**src/rtl/alu_pkg.sv**
```systemverilog
// Shared funct codes and FSM state type for the multicycle ALU slice.
package alu_pkg;

   localparam logic [5:0] FUNCT_MFHI  = 6'd16;
   localparam logic [5:0] FUNCT_MFLO  = 6'd18;
   localparam logic [5:0] FUNCT_MULTU = 6'd25;
   localparam logic [5:0] FUNCT_DIVU  = 6'd27;
   localparam logic [5:0] FUNCT_ADD   = 6'd32;
   localparam logic [5:0] FUNCT_SUB   = 6'd34;
   localparam logic [5:0] FUNCT_AND   = 6'd36;
   localparam logic [5:0] FUNCT_OR    = 6'd37;
   localparam logic [5:0] FUNCT_SLT   = 6'd42;

   typedef enum logic [1:0] {
      IDLE,
      MUL,
      DIV
   } aluState;

endpackage

```
**src/rtl/multicycle_alu_if.sv**
```systemverilog
// Request/response bundle between the execute-stage controller and the ALU.
interface multicycle_alu_if #(
   parameter int WIDTH = 32
);
   logic             start;
   logic [5:0]       Signal;
   logic [WIDTH-1:0] dataA;
   logic [WIDTH-1:0] dataB;
   logic             busy;
   logic             done;
   logic [WIDTH-1:0] dataOut;
   logic             overflow;
   logic             zero;

   modport master (
      output start, Signal, dataA, dataB,
      input  busy, done, dataOut, overflow, zero
   );

   modport slave (
      input  start, Signal, dataA, dataB,
      output busy, done, dataOut, overflow, zero
   );
endinterface

```
**src/rtl/alu_muldiv_unit.sv**
```systemverilog
// Iterative shift-add multiplier and restoring divider sharing one work register.
// Divider logic exists only when MULTICYCLE_ALU_DIV_EN is defined.
module alu_muldiv_unit #(
   parameter int WIDTH = 32
) (
   input  logic             clk,
   input  logic             reset,
   input  logic             load,
`ifdef MULTICYCLE_ALU_DIV_EN
   input  logic             divMode,
`endif
   input  logic [WIDTH-1:0] opA,
   input  logic [WIDTH-1:0] opB,
   input  logic             step,
   output logic             lastStep,
   output logic [WIDTH-1:0] hi,
   output logic [WIDTH-1:0] lo,
   output logic [WIDTH-1:0] nextLo
);
   localparam int CW = $clog2(WIDTH);

   logic [2*WIDTH-1:0] work;
   logic [2*WIDTH-1:0] workNext;
   logic [WIDTH-1:0]   operand;
   logic [CW-1:0]      count;
   logic [WIDTH:0]     mulSum;
`ifdef MULTICYCLE_ALU_DIV_EN
   logic               isDiv;
   logic [WIDTH:0]     shifted;
   logic [WIDTH-1:0]   diff;
`endif

   // Upper half is the partial product (or remainder), lower half the multiplier (or quotient).
   always_comb begin
      mulSum   = {1'b0, work[2*WIDTH-1:WIDTH]} + {1'b0, {WIDTH{work[0]}} & operand};
      workNext = {mulSum, work[WIDTH-1:1]};
`ifdef MULTICYCLE_ALU_DIV_EN
      shifted = work[2*WIDTH-1:WIDTH-1];
      diff    = shifted[WIDTH-1:0] - operand;
      if (isDiv) begin
         if (shifted >= {1'b0, operand}) begin
            workNext = {diff, work[WIDTH-2:0], 1'b1};
         end else begin
            workNext = {shifted[WIDTH-1:0], work[WIDTH-2:0], 1'b0};
         end
      end
`endif
   end

   assign lastStep = (count == '0);
   assign nextLo   = workNext[WIDTH-1:0];

   // HI/LO are written only on the final iteration so an aborted run never leaks partial values.
   always_ff @(posedge clk or negedge reset) begin
      if (!reset) begin
         work    <= '0;
         operand <= '0;
         count   <= '0;
         hi      <= '0;
         lo      <= '0;
`ifdef MULTICYCLE_ALU_DIV_EN
         isDiv   <= 1'b0;
`endif
      end else if (load) begin
         work    <= {{WIDTH{1'b0}}, opA};
         operand <= opB;
         count   <= CW'(WIDTH - 1);
`ifdef MULTICYCLE_ALU_DIV_EN
         isDiv   <= divMode;
`endif
      end else if (step) begin
         work  <= workNext;
         count <= count - CW'(1);
         if (count == '0) begin
            hi <= workNext[2*WIDTH-1:WIDTH];
            lo <= workNext[WIDTH-1:0];
         end
      end
   end

endmodule

```
**src/rtl/multicycle_alu.sv**
```systemverilog
// Registered execute-stage ALU: single-cycle logic/arith plus iterative MULTU/DIVU into HI/LO.
// Define MULTICYCLE_ALU_DIV_EN to build the divider; otherwise DIVU acts as an unknown funct.
module multicycle_alu
   import alu_pkg::*;
#(
   parameter int WIDTH = 32
) (
   input  logic           clk,
   input  logic           reset,
   multicycle_alu_if.slave bus
);
   aluState          state;
   logic             busyReg;
   logic             doneReg;
   logic             overflowReg;
   logic             zeroReg;
   logic [WIDTH-1:0] dataOutReg;
   logic [WIDTH-1:0] sum;
   logic [WIDTH-1:0] diff;
   logic [WIDTH-1:0] aluResult;
   logic [WIDTH-1:0] hi;
   logic [WIDTH-1:0] lo;
   logic [WIDTH-1:0] nextLo;
   logic             aluOverflow;
   logic             isMul;
   logic             isDiv;
   logic             lastStep;
   logic             loadUnit;
   logic             stepUnit;

   assign isMul = (bus.Signal == FUNCT_MULTU);
`ifdef MULTICYCLE_ALU_DIV_EN
   assign isDiv = (bus.Signal == FUNCT_DIVU);
`else
   assign isDiv = 1'b0;
`endif

   assign sum      = bus.dataA + bus.dataB;
   assign diff     = bus.dataA - bus.dataB;
   assign loadUnit = (state == IDLE) && bus.start && (isMul || isDiv);
   assign stepUnit = (state == MUL) || (state == DIV);

   // SLT uses a true signed compare so it stays correct when A-B overflows.
   always_comb begin
      aluResult   = '0;
      aluOverflow = 1'b0;
      case (bus.Signal)
         FUNCT_ADD: begin
            aluResult   = sum;
            aluOverflow = (bus.dataA[WIDTH-1] == bus.dataB[WIDTH-1]) &&
                          (sum[WIDTH-1] != bus.dataA[WIDTH-1]);
         end
         FUNCT_SUB: begin
            aluResult   = diff;
            aluOverflow = (bus.dataA[WIDTH-1] != bus.dataB[WIDTH-1]) &&
                          (diff[WIDTH-1] != bus.dataA[WIDTH-1]);
         end
         FUNCT_AND:  aluResult = bus.dataA & bus.dataB;
         FUNCT_OR:   aluResult = bus.dataA | bus.dataB;
         FUNCT_SLT:  aluResult = {{(WIDTH-1){1'b0}}, ($signed(bus.dataA) < $signed(bus.dataB))};
         FUNCT_MFHI: aluResult = hi;
         FUNCT_MFLO: aluResult = lo;
         default:    aluResult = '0;
      endcase
   end

   alu_muldiv_unit #(
      .WIDTH(WIDTH)
   ) muldiv (
      .clk     (clk),
      .reset   (reset),
      .load    (loadUnit),
`ifdef MULTICYCLE_ALU_DIV_EN
      .divMode (isDiv),
`endif
      .opA     (bus.dataA),
      .opB     (bus.dataB),
      .step    (stepUnit),
      .lastStep(lastStep),
      .hi      (hi),
      .lo      (lo),
      .nextLo  (nextLo)
   );

   // Starts are only looked at in IDLE, so requests while busy are dropped rather than queued.
   always_ff @(posedge clk or negedge reset) begin
      if (!reset) begin
         state       <= IDLE;
         busyReg     <= 1'b0;
         doneReg     <= 1'b0;
         dataOutReg  <= '0;
         overflowReg <= 1'b0;
         zeroReg     <= 1'b1;
      end else begin
         doneReg <= 1'b0;
         case (state)
            IDLE: begin
               if (bus.start) begin
                  if (isMul) begin
                     state   <= MUL;
                     busyReg <= 1'b1;
                  end else if (isDiv) begin
                     state   <= DIV;
                     busyReg <= 1'b1;
                  end else begin
                     doneReg     <= 1'b1;
                     dataOutReg  <= aluResult;
                     overflowReg <= aluOverflow;
                     zeroReg     <= (aluResult == '0);
                  end
               end
            end
            MUL, DIV: begin
               if (lastStep) begin
                  state       <= IDLE;
                  busyReg     <= 1'b0;
                  doneReg     <= 1'b1;
                  dataOutReg  <= nextLo;
                  overflowReg <= 1'b0;
                  zeroReg     <= (nextLo == '0);
               end
            end
            default: state <= IDLE;
         endcase
      end
   end

   assign bus.busy     = busyReg;
   assign bus.done     = doneReg;
   assign bus.dataOut  = dataOutReg;
   assign bus.overflow = overflowReg;
   assign bus.zero     = zeroReg;

endmodule
```
**src/flat_wrapper.sv**
```systemverilog
// flat-port wrapper written by rule: the top's interface ports become plain ports
module multicycle_alu_flat import alu_pkg::*;
#(
   parameter int WIDTH = 32
)
  (clk, reset, bus_start, bus_Signal, bus_dataA, bus_dataB, bus_busy, bus_done, bus_dataOut, bus_overflow, bus_zero);
  multicycle_alu_if #(.WIDTH(WIDTH)) bus_i ();
  input  logic clk;
  input  logic reset;
  input wire logic [$bits(bus_i.start)-1:0] bus_start;
  input wire logic [$bits(bus_i.Signal)-1:0] bus_Signal;
  input wire logic [$bits(bus_i.dataA)-1:0] bus_dataA;
  input wire logic [$bits(bus_i.dataB)-1:0] bus_dataB;
  output wire logic [$bits(bus_i.busy)-1:0] bus_busy;
  output wire logic [$bits(bus_i.done)-1:0] bus_done;
  output wire logic [$bits(bus_i.dataOut)-1:0] bus_dataOut;
  output wire logic [$bits(bus_i.overflow)-1:0] bus_overflow;
  output wire logic [$bits(bus_i.zero)-1:0] bus_zero;
  assign bus_i.start = bus_start;
  assign bus_i.Signal = bus_Signal;
  assign bus_i.dataA = bus_dataA;
  assign bus_i.dataB = bus_dataB;
  assign bus_busy = bus_i.busy;
  assign bus_done = bus_i.done;
  assign bus_dataOut = bus_i.dataOut;
  assign bus_overflow = bus_i.overflow;
  assign bus_zero = bus_i.zero;
  multicycle_alu #(.WIDTH(WIDTH)) u_core (.clk(clk), .reset(reset), .bus(bus_i));
endmodule
```
**config.mk**
```make
export PLATFORM = sky130hd
export DESIGN_NAME = multicycle_alu_flat
export DESIGN_NICKNAME = d
export VERILOG_FILES = /design/src/rtl/alu_pkg.sv /design/src/rtl/multicycle_alu_if.sv /design/src/rtl/alu_muldiv_unit.sv /design/src/rtl/multicycle_alu.sv /design/src/flat_wrapper.sv
export SDC_FILE = /design/constraint.sdc
export NUM_CORES = 1
export LEC_CHECK = 0
export CAP_MARGIN = 10
export CORE_ASPECT_RATIO = 0.75
export CORE_MARGIN = 2
export CORE_UTILIZATION = 50
export CTS_CLUSTER_SIZE = 24
export DETAILED_ROUTE_END_ITERATION = 7
export PLACE_DENSITY = 0.7
export SKIP_CTS_REPAIR_TIMING = 1
export SYNTH_ARGS = -nofsm -noshare
export SYNTH_HDL_FRONTEND = slang
export SYNTH_SLANG_ARGS = --single-unit
```
**constraint.sdc**
```tcl
create_clock -name clk -period 4.2 [get_ports clk]
set_clock_uncertainty 0.05 [all_clocks]
set_input_delay 0.63 -clock clk [delete_from_list [all_inputs] [get_ports clk]]
set_output_delay 0.63 -clock clk [all_outputs]
set_load 0.1 [all_outputs]
```
==> impl_metrics.toml, run 1 <==
[detailed_routing]
remaining_drc_errors = 0
drt-total-wl_um = 57800
drtPass1Iterations = 6
antenna_left = 0
drt-wirelength-per-cell_um = 22.2
drt-initial-drc-count = 1548
via_count = 15900
via_to_cell_ratio = 6.11

[yosys]
count_of_flip_flops_with_a_built_in_enable_after_synthesis = 0
post-synth-top-area-fraction_pct = 32.4
synth_warnings = 0
postSynth.topFlopCell = "sky130_fd_sc_hd__dfrtp_1"
nets_in_the_synthesized_netlist = 2077
yosys-top-cells-area = "sky130_fd_sc_hd__dfrtp_1 32%, sky130_fd_sc_hd__ha_1 12%, sky130_fd_sc_hd__nand2_1 8.2%, sky130_fd_sc_hd__o21ai_0 4.5%, sky130_fd_sc_hd__a21oi_1 3.6%"
synth_sequential_area_ratio_pct = 32.6
synth.avg_cell_area_um2 = 8.33
synth_largest_area_cell = "sky130_fd_sc_hd__dfrtp_1"
synth_top_cells_by_count = "336 x sky130_fd_sc_hd__nand2_1, 200 x sky130_fd_sc_hd__dfrtp_1, 146 x sky130_fd_sc_hd__ha_1, 140 x sky130_fd_sc_hd__o21ai_0, 112 x sky130_fd_sc_hd__inv_1"
post-synth-top-count-cell = "sky130_fd_sc_hd__nand2_1"
synth_seq_cells = 201
syn-cell-area_um2 = 15500
synthCells = 1855
synth_cell_type_count = 96
proportion_of_register_bits_with_asynchronous_set_or_reset_after_synthesis_pct = 100

[placement]
place_inst = 2565
io_buffers = 108
hpwlAfterDp_um = 43900
post-place-ws_ps = -579
place_congestion = 0.998

[cts]
cts-buffers-inserted = 22
clkSinkCount = 201
cts_tree = "yes"
clkLatencyLatePin_ps = 530
cts.reportedPaths.clkPinSlew_ps = 70
h-tree-depth = 1
root_buffer = "sky130_fd_sc_hd__clkbuf_16"
cts_max_path_buffers = 3

[die]
io_pins = 109
area_inside_the_core_boundary_um2 = 30300
die_x_um = 207
initial_utilization_pct = 51.0
die_h_um = 156
die_area_um2 = 32300
num_rows = 55

[cells_and_area]
drive_above_1_share_pct = 21.7
finalNetCount = 2416
area_growth_from_synthesis_to_final_layout_pct = 30.0
post_layout_nonfiller_instances = 2609
insertedDiodeCount = 0

[sta]
grt_setup_unrepaired = "yes"
worst-slew-pin-transition_ps = 1260
worst_slew_margin_pct = 15.7
max_freq_mhz = 243
final.period_utilization_pct = 98.2
timing.final.max_slew_violations = 0
finalHoldViolCount = 0
final-setup-viol-count = 0
worst_slack_ps = 76.3
min_period_ps = 4120

[worst_setup_path]
critical_path.max_fanout = 7
crit_path_cell_trace = "buf_4 > and2_1 > ha_1 > and3_1 > nand3_1 > a211oi_4 > a211oi_4 > o21ai_0 > buf_4 > a41oi_2 > a21oi_2 > a211oi_2 > buf_4 > o21ba_2 > o21ai_0 > xor2_1 > mux2_2"
setup.worst_path.start_class = "register"
timing.critical_path.mode_cell = "sky130_fd_sc_hd__buf_4"
crit_path_end_kind = "register"
cp_slowest_cell = "sky130_fd_sc_hd__dfrtp_2"
critPathMaxStageDelay_ps = 500
crit_required_ps = 4560
worst-setup-path-type = "register to register"
timing.critical_path.arrival_ps = 4490

[grt]
first_global_vias = 15300
grtUsageTotal_pct = 34.8
grt_antenna_before_repair = 0
grt_pass1_wl_um = 88300
grt.overflow.total = 0
grt_max_degree = 101

[run_status]
run_status = "finished, final reports clean"

[flow_run]
max-cap-violations = 0

[power]
irDropWorstVdd_mv = 0.485
power_density_nw_per_um2 = 418
leakage_nw = 9.73

[hold_path]
holdCritPathClass = "input pin to async pin"
-- state kept, by name, indices dropped and copies added, names as in the netlist --
name,cells
u_core.bus.overflow,1
u_core.muldiv.operand,32
u_core.bus.done,1
u_core.muldiv.lo,32
u_core.bus.zero,1
u_core.muldiv.count,5
u_core.muldiv.work,64
u_core.muldiv.hi,32
u_core.state,1
u_core.bus.dataOut,32
-- power by group --
group          leakage (nW)  switching, mW  internal (mW)
clock network         0.393          0.870           1.37
logic                  6.66           2.19           1.26
registers              2.67          0.371           2.33
total                  9.73           3.43           4.96
-- per-layer routing --
| metal | global-route usage [%] | wire [um] | up-vias |
|---|---|---|---|
| met5 | 0 | 0 | - |
| met4 | 10.7 | 1740 | 0 |
| met3 | 3.95 | 4830 | 89 |
| met2 | 53.4 | 25300 | 779 |
| met1 | 51.4 | 26000 | 7806 |
| li1 | - | - | 7273 |
-- logic make-up (layout without fill, tap and decap cells) --
logic type                 count (synthesis)  after routing  synth area share [%]
AOI/OAI and AO/OA                        568            568                  25.4
xor gates and xnor gates                  36             36                  2.04
adders and majority gates                149            149                  12.2
buffers and inverters                    222            577                  6.61
DFF                                      201            201                  32.6
muxes                                     22             22                  1.54
and+or+nand+nor                          657            657                  19.6
-- final timing paths --
| check | start | slack (ps) | cells past startpoint | end |
|---|---|---|---|---|
| min in group clk | bus_dataA[6] | 420 | 3 | u_core.muldiv.work[6]$_DFFE_PN0P_ |
| setup / recovery | u_core.muldiv.work[0]$_DFFE_PN0P_ | 80 | 17 | u_core.muldiv.hi[30]$_DFFE_PN0P_ |
| hold / removal | reset | 100 | 1 | u_core.muldiv.work[52]$_DFFE_PN0P_ |
| max in group asynchronous | reset | 3070 | 2 | u_core.state[0]$_DFFE_PN0P_ |
| hold reg to reg | u_core.muldiv.operand[24]$_DFFE_PN0P_ | 420 | 2 | u_core.muldiv.operand[24]$_DFFE_PN0P_ |
| setup reg to reg | u_core.muldiv.work[0]$_DFFE_PN0P_ | 80 | 17 | u_core.muldiv.hi[30]$_DFFE_PN0P_ |
-- placed cells by master, fill, tap and decap left out, types with 11 or more instances in the layout --
cell and n:
sky130_fd_sc_hd__a21o_1 31, sky130_fd_sc_hd__clkbuf_16 23, sky130_fd_sc_hd__dfrtp_1 198, sky130_fd_sc_hd__xnor2_1 27, sky130_fd_sc_hd__nand2_1 336, sky130_fd_sc_hd__inv_1 102, sky130_fd_sc_hd__clkdlybuf4s50_1 96, sky130_fd_sc_hd__mux2_2 14
sky130_fd_sc_hd__a22oi_1 25, sky130_fd_sc_hd__a211oi_1 13, sky130_fd_sc_hd__nor3_1 26, sky130_fd_sc_hd__o21bai_1 21, sky130_fd_sc_hd__nor4_1 18, sky130_fd_sc_hd__nand3_1 33, sky130_fd_sc_hd__buf_4 310, sky130_fd_sc_hd__a221o_1 31
sky130_fd_sc_hd__o211ai_1 34, sky130_fd_sc_hd__nand4_1 11, sky130_fd_sc_hd__o21a_1 11, sky130_fd_sc_hd__and3_1 12, sky130_fd_sc_hd__nor2_1 97, sky130_fd_sc_hd__o21ai_0 136, sky130_fd_sc_hd__a21oi_1 102, sky130_fd_sc_hd__and2_1 46
sky130_fd_sc_hd__ha_1 134
-- stage by stage --
stage	setup TNS, ps	hold slack (ps)	power (mW)	area [um2]	utilization (%)
global route	-51.8	143	8.75	20100	66.3
CTS	-3060	121	8.28	19700	65.1
detailed placement	-6580	413	6.03	18900	62.4
floorplan	0	284	4.70	15500	-
global placement	-4910	407	5.94	18900	62.4
finish	0	97.8	8.39	20100	66.3
-- worst max-delay path, delay by kind of cell, from the launching register on --
| kind | cells | cell delay (ps) |
|---|---|---|
| compound gates | 8 | 1600 |
| buf+inv | 3 | 530 |
| simple gates | 3 | 530 |
| flops | 1 | 500 |
| fa+ha+maj | 1 | 340 |
| mux | 1 | 290 |
| xor+xnor | 1 | 160 |
-- layout make-up --
type | instances | area (um2)
fillers | 2561 | 10200
multi-input cells | 1432 | 9770
flip-flops and latches | 201 | 5030
repair buffers | 423 | 3540
clock buffers | 30 | 632
well taps | 399 | 499
inverters | 114 | 428
clock inverters | 10 | 188
Power figures use the tool's default switching activity.
==> run 2, diff against run 1 <==
CAP_MARGIN = unset   (was 10)
CTS_CLUSTER_SIZE = unset   (was 24)
==> run 2 against run 1 <==
Against the previous run: clock power up 5%; critical path type unchanged; die area unchanged; largest power group unchanged; critical endpoint unchanged; combinational power about the same; sequential power about the same.
==> impl_metrics.toml, run 2 (synthesized netlist as in run 1, its figures left out) <==
[cells_and_area]
final_common_cell = "sky130_fd_sc_hd__nand2_1"
multiInputGateArea_um2 = 9770
area_growth_from_synthesis_to_final_layout_pct = 30.4
stdcell_area_um2 = 20200
largest_register_ffs = 64
insertedDiodeCount = 0
registers.top_by_ff_count = "u_core.muldiv.work"
post-route-util_pct = 66.6
most-common-layout-cells = "336 x sky130_fd_sc_hd__nand2_1, 313 x sky130_fd_sc_hd__buf_4, 198 x sky130_fd_sc_hd__dfrtp_1"
drive_above_1_share_pct = 22.0
filler_cell_count = 2553
finalNetCount = 2419
post_layout_nonfiller_instances = 2612
sequential_cell_area_um2 = 5030

[sta]
worst_slew_margin_pct = 16.5
worst_slack_ps = 53.1
timing.final.max_slew_violations = 0
min_period_ps = 4150
final.period_utilization_pct = 98.7
finalHoldViolCount = 0
max_freq_mhz = 241
grt_setup_unrepaired = "yes"
worst-slew-pin-transition_ps = 1250
final-setup-viol-count = 0

[cts]
cts-buffers-inserted = 22
clkLatencyLatePin_ps = 530
cts_tree = "yes"
cts_max_path_buffers = 3
root_buffer = "sky130_fd_sc_hd__clkbuf_16"
cts.reportedPaths.clkPinSlew_ps = 70
h-tree-depth = 1
clkSinkCount = 201

[power]
irDropWorstVdd_mv = 0.485
swShare_pct = 40.3
seq_power_share_pct = 31.7
leakage_nw = 9.76
power_frac_clock_pct = 27.7
combinationalPowerShare_pct = 40.6
netSwitchingPower_mw = 3.43
cell_internal_pwr_mw = 5.08
power_density_nw_per_um2 = 422

[die]
die_x_um = 207
die_h_um = 156
die_area_um2 = 32300
io_pins = 109
num_rows = 55
initial_utilization_pct = 51.0
area_inside_the_core_boundary_um2 = 30300

[worst_setup_path]
worst-setup-path-type = "register to register"
worst_setup_path_endpoint = "u_core.muldiv.hi[30]$_DFFE_PN0P_"
critical_path_origin = "u_core.muldiv.work[0]$_DFFE_PN0P_"
crit_path_end_kind = "register"
reg2reg_to = "u_core.muldiv.hi[30]$_DFFE_PN0P_"
setup.worst_path.start_class = "register"
ff2ff_setup_slack_ps = 50
timing.reg2reg.worst_path_depth = 17
crit_required_ps = 4560
timing.critical_path.arrival_ps = 4510
beginning_of_the_worst_register_to_register_path = "u_core.muldiv.work[0]$_DFFE_PN0P_"
critical_path.max_fanout = 7

[detailed_routing]
drt-wirelength-per-cell_um = 22.3
via_to_cell_ratio = 6.13
drt-total-wl_um = 58100
antenna_left = 0
via_count = 16000
drtPass1Iterations = 5
drt-initial-drc-count = 1773
remaining_drc_errors = 0

[placement]
postPlaceCellArea_um2 = 18900
post-place-ws_ps = -579
hpwlAfterDp_um = 43900
place_congestion = 0.998
io_buffers = 108
place_inst = 2565

[grt]
grt_pass1_wl_um = 88300
grtUsageTotal_pct = 34.8
grt_antenna_before_repair = 0
grt.overflow.total = 0
grt_max_degree = 101
first_global_vias = 15300

[hold_path]
holdCritPathClass = "input pin to async pin"

[flow_run]
max-cap-violations = 0

[run_status]
run_status = "finished, final reports clean"
==> run 2: cell count changes in the layout (fill, tap and decap cells not counted), moves of 2 or more <==
cell / delta
sky130_fd_sc_hd__buf_4: +3
sky130_fd_sc_hd__bufinv_16: +2
sky130_fd_sc_hd__fa_1: -2
sky130_fd_sc_hd__fa_2: +2
==> run 2: per-stage QoR <==
step	hold WS (ps)	setup TNS (ps)	power, mW
after floorplan	284	0	4.70
after global placement	407	-4910	5.94
after detailed placement	413	-6580	6.03
after CTS	121	-3080	8.40
after global routing	142	-64.5	8.87
final	67.2	0	8.52
==> run 2: worst min path at each step <==
stage                                     startpoint                                    end  slack [ps]  cells after the start
2_1_floorplan                                  reset      u_core.bus.dataOut[0]$_DFFE_PN0P_         280                      0
3_3_place_gp   u_core.muldiv.operand[30]$_DFFE_PN0P_  u_core.muldiv.operand[30]$_DFFE_PN0P_         410                      2
3_5_place_dp   u_core.muldiv.operand[30]$_DFFE_PN0P_  u_core.muldiv.operand[30]$_DFFE_PN0P_         410                      2
4_1_cts                                        reset     u_core.muldiv.work[52]$_DFFE_PN0P_         120                      1
5_1_grt                                        reset     u_core.muldiv.work[53]$_DFFE_PN0P_         140                      1
6_report                                       reset     u_core.muldiv.work[52]$_DFFE_PN0P_          70                      1
==> run 2: critical path, stage by stage (launching register included) <==
cell                       delay [ps]
sky130_fd_sc_hd__dfrtp_2          500
sky130_fd_sc_hd__buf_4            190
sky130_fd_sc_hd__and2_1           140
sky130_fd_sc_hd__ha_1             340
sky130_fd_sc_hd__and3_1           250
sky130_fd_sc_hd__nand3_1          160
sky130_fd_sc_hd__a211oi_4         320
sky130_fd_sc_hd__a211oi_4          80
sky130_fd_sc_hd__o21ai_0          220
sky130_fd_sc_hd__buf_4            180
sky130_fd_sc_hd__a41oi_2          180
sky130_fd_sc_hd__a21oi_2          240
sky130_fd_sc_hd__a211oi_2         100
sky130_fd_sc_hd__buf_4            160
sky130_fd_sc_hd__o21ba_2          210
sky130_fd_sc_hd__o21ai_0          280
sky130_fd_sc_hd__xor2_1           150
sky130_fd_sc_hd__mux2_2           290
==> run 2: power groups by stage <==
stage | logic (mW) | clock network, mW | registers, mW
4_1_cts | 3.33 | 2.37 | 2.70
3_5_place_dp | 3.31 | 0 | 2.72
3_3_place_gp | 3.23 | 0 | 2.71
6_report | 3.46 | 2.36 | 2.70
5_1_grt | 3.69 | 2.44 | 2.74
2_1_floorplan | 1.53 | 0 | 3.17
==> run 2: cell type report <==
| type | instances | share of cell area (%) |
|---|---|---|
| timing repair buffer | 426 | 17.7 |
| sequential | 201 | 25.0 |
| inverter | 114 | 2.12 |
| tap | 399 | 2.48 |
| multi-input combinational | 1432 | 48.5 |
| clock inverter | 11 | 1.19 |
| clock buffer | 29 | 3.12 |
==> run 2: metal layers <==
| metal | global-route usage (%) | up-vias | wire length [um] |
|---|---|---|---|
| met2 | 53.4 | 767 | 25300 |
| met1 | 51.4 | 7876 | 26400 |
| met5 | 0 | - | 0 |
| met3 | 3.97 | 91 | 4700 |
| li1 | - | 7271 | - |
| met4 | 11.0 | 0 | 1740 |
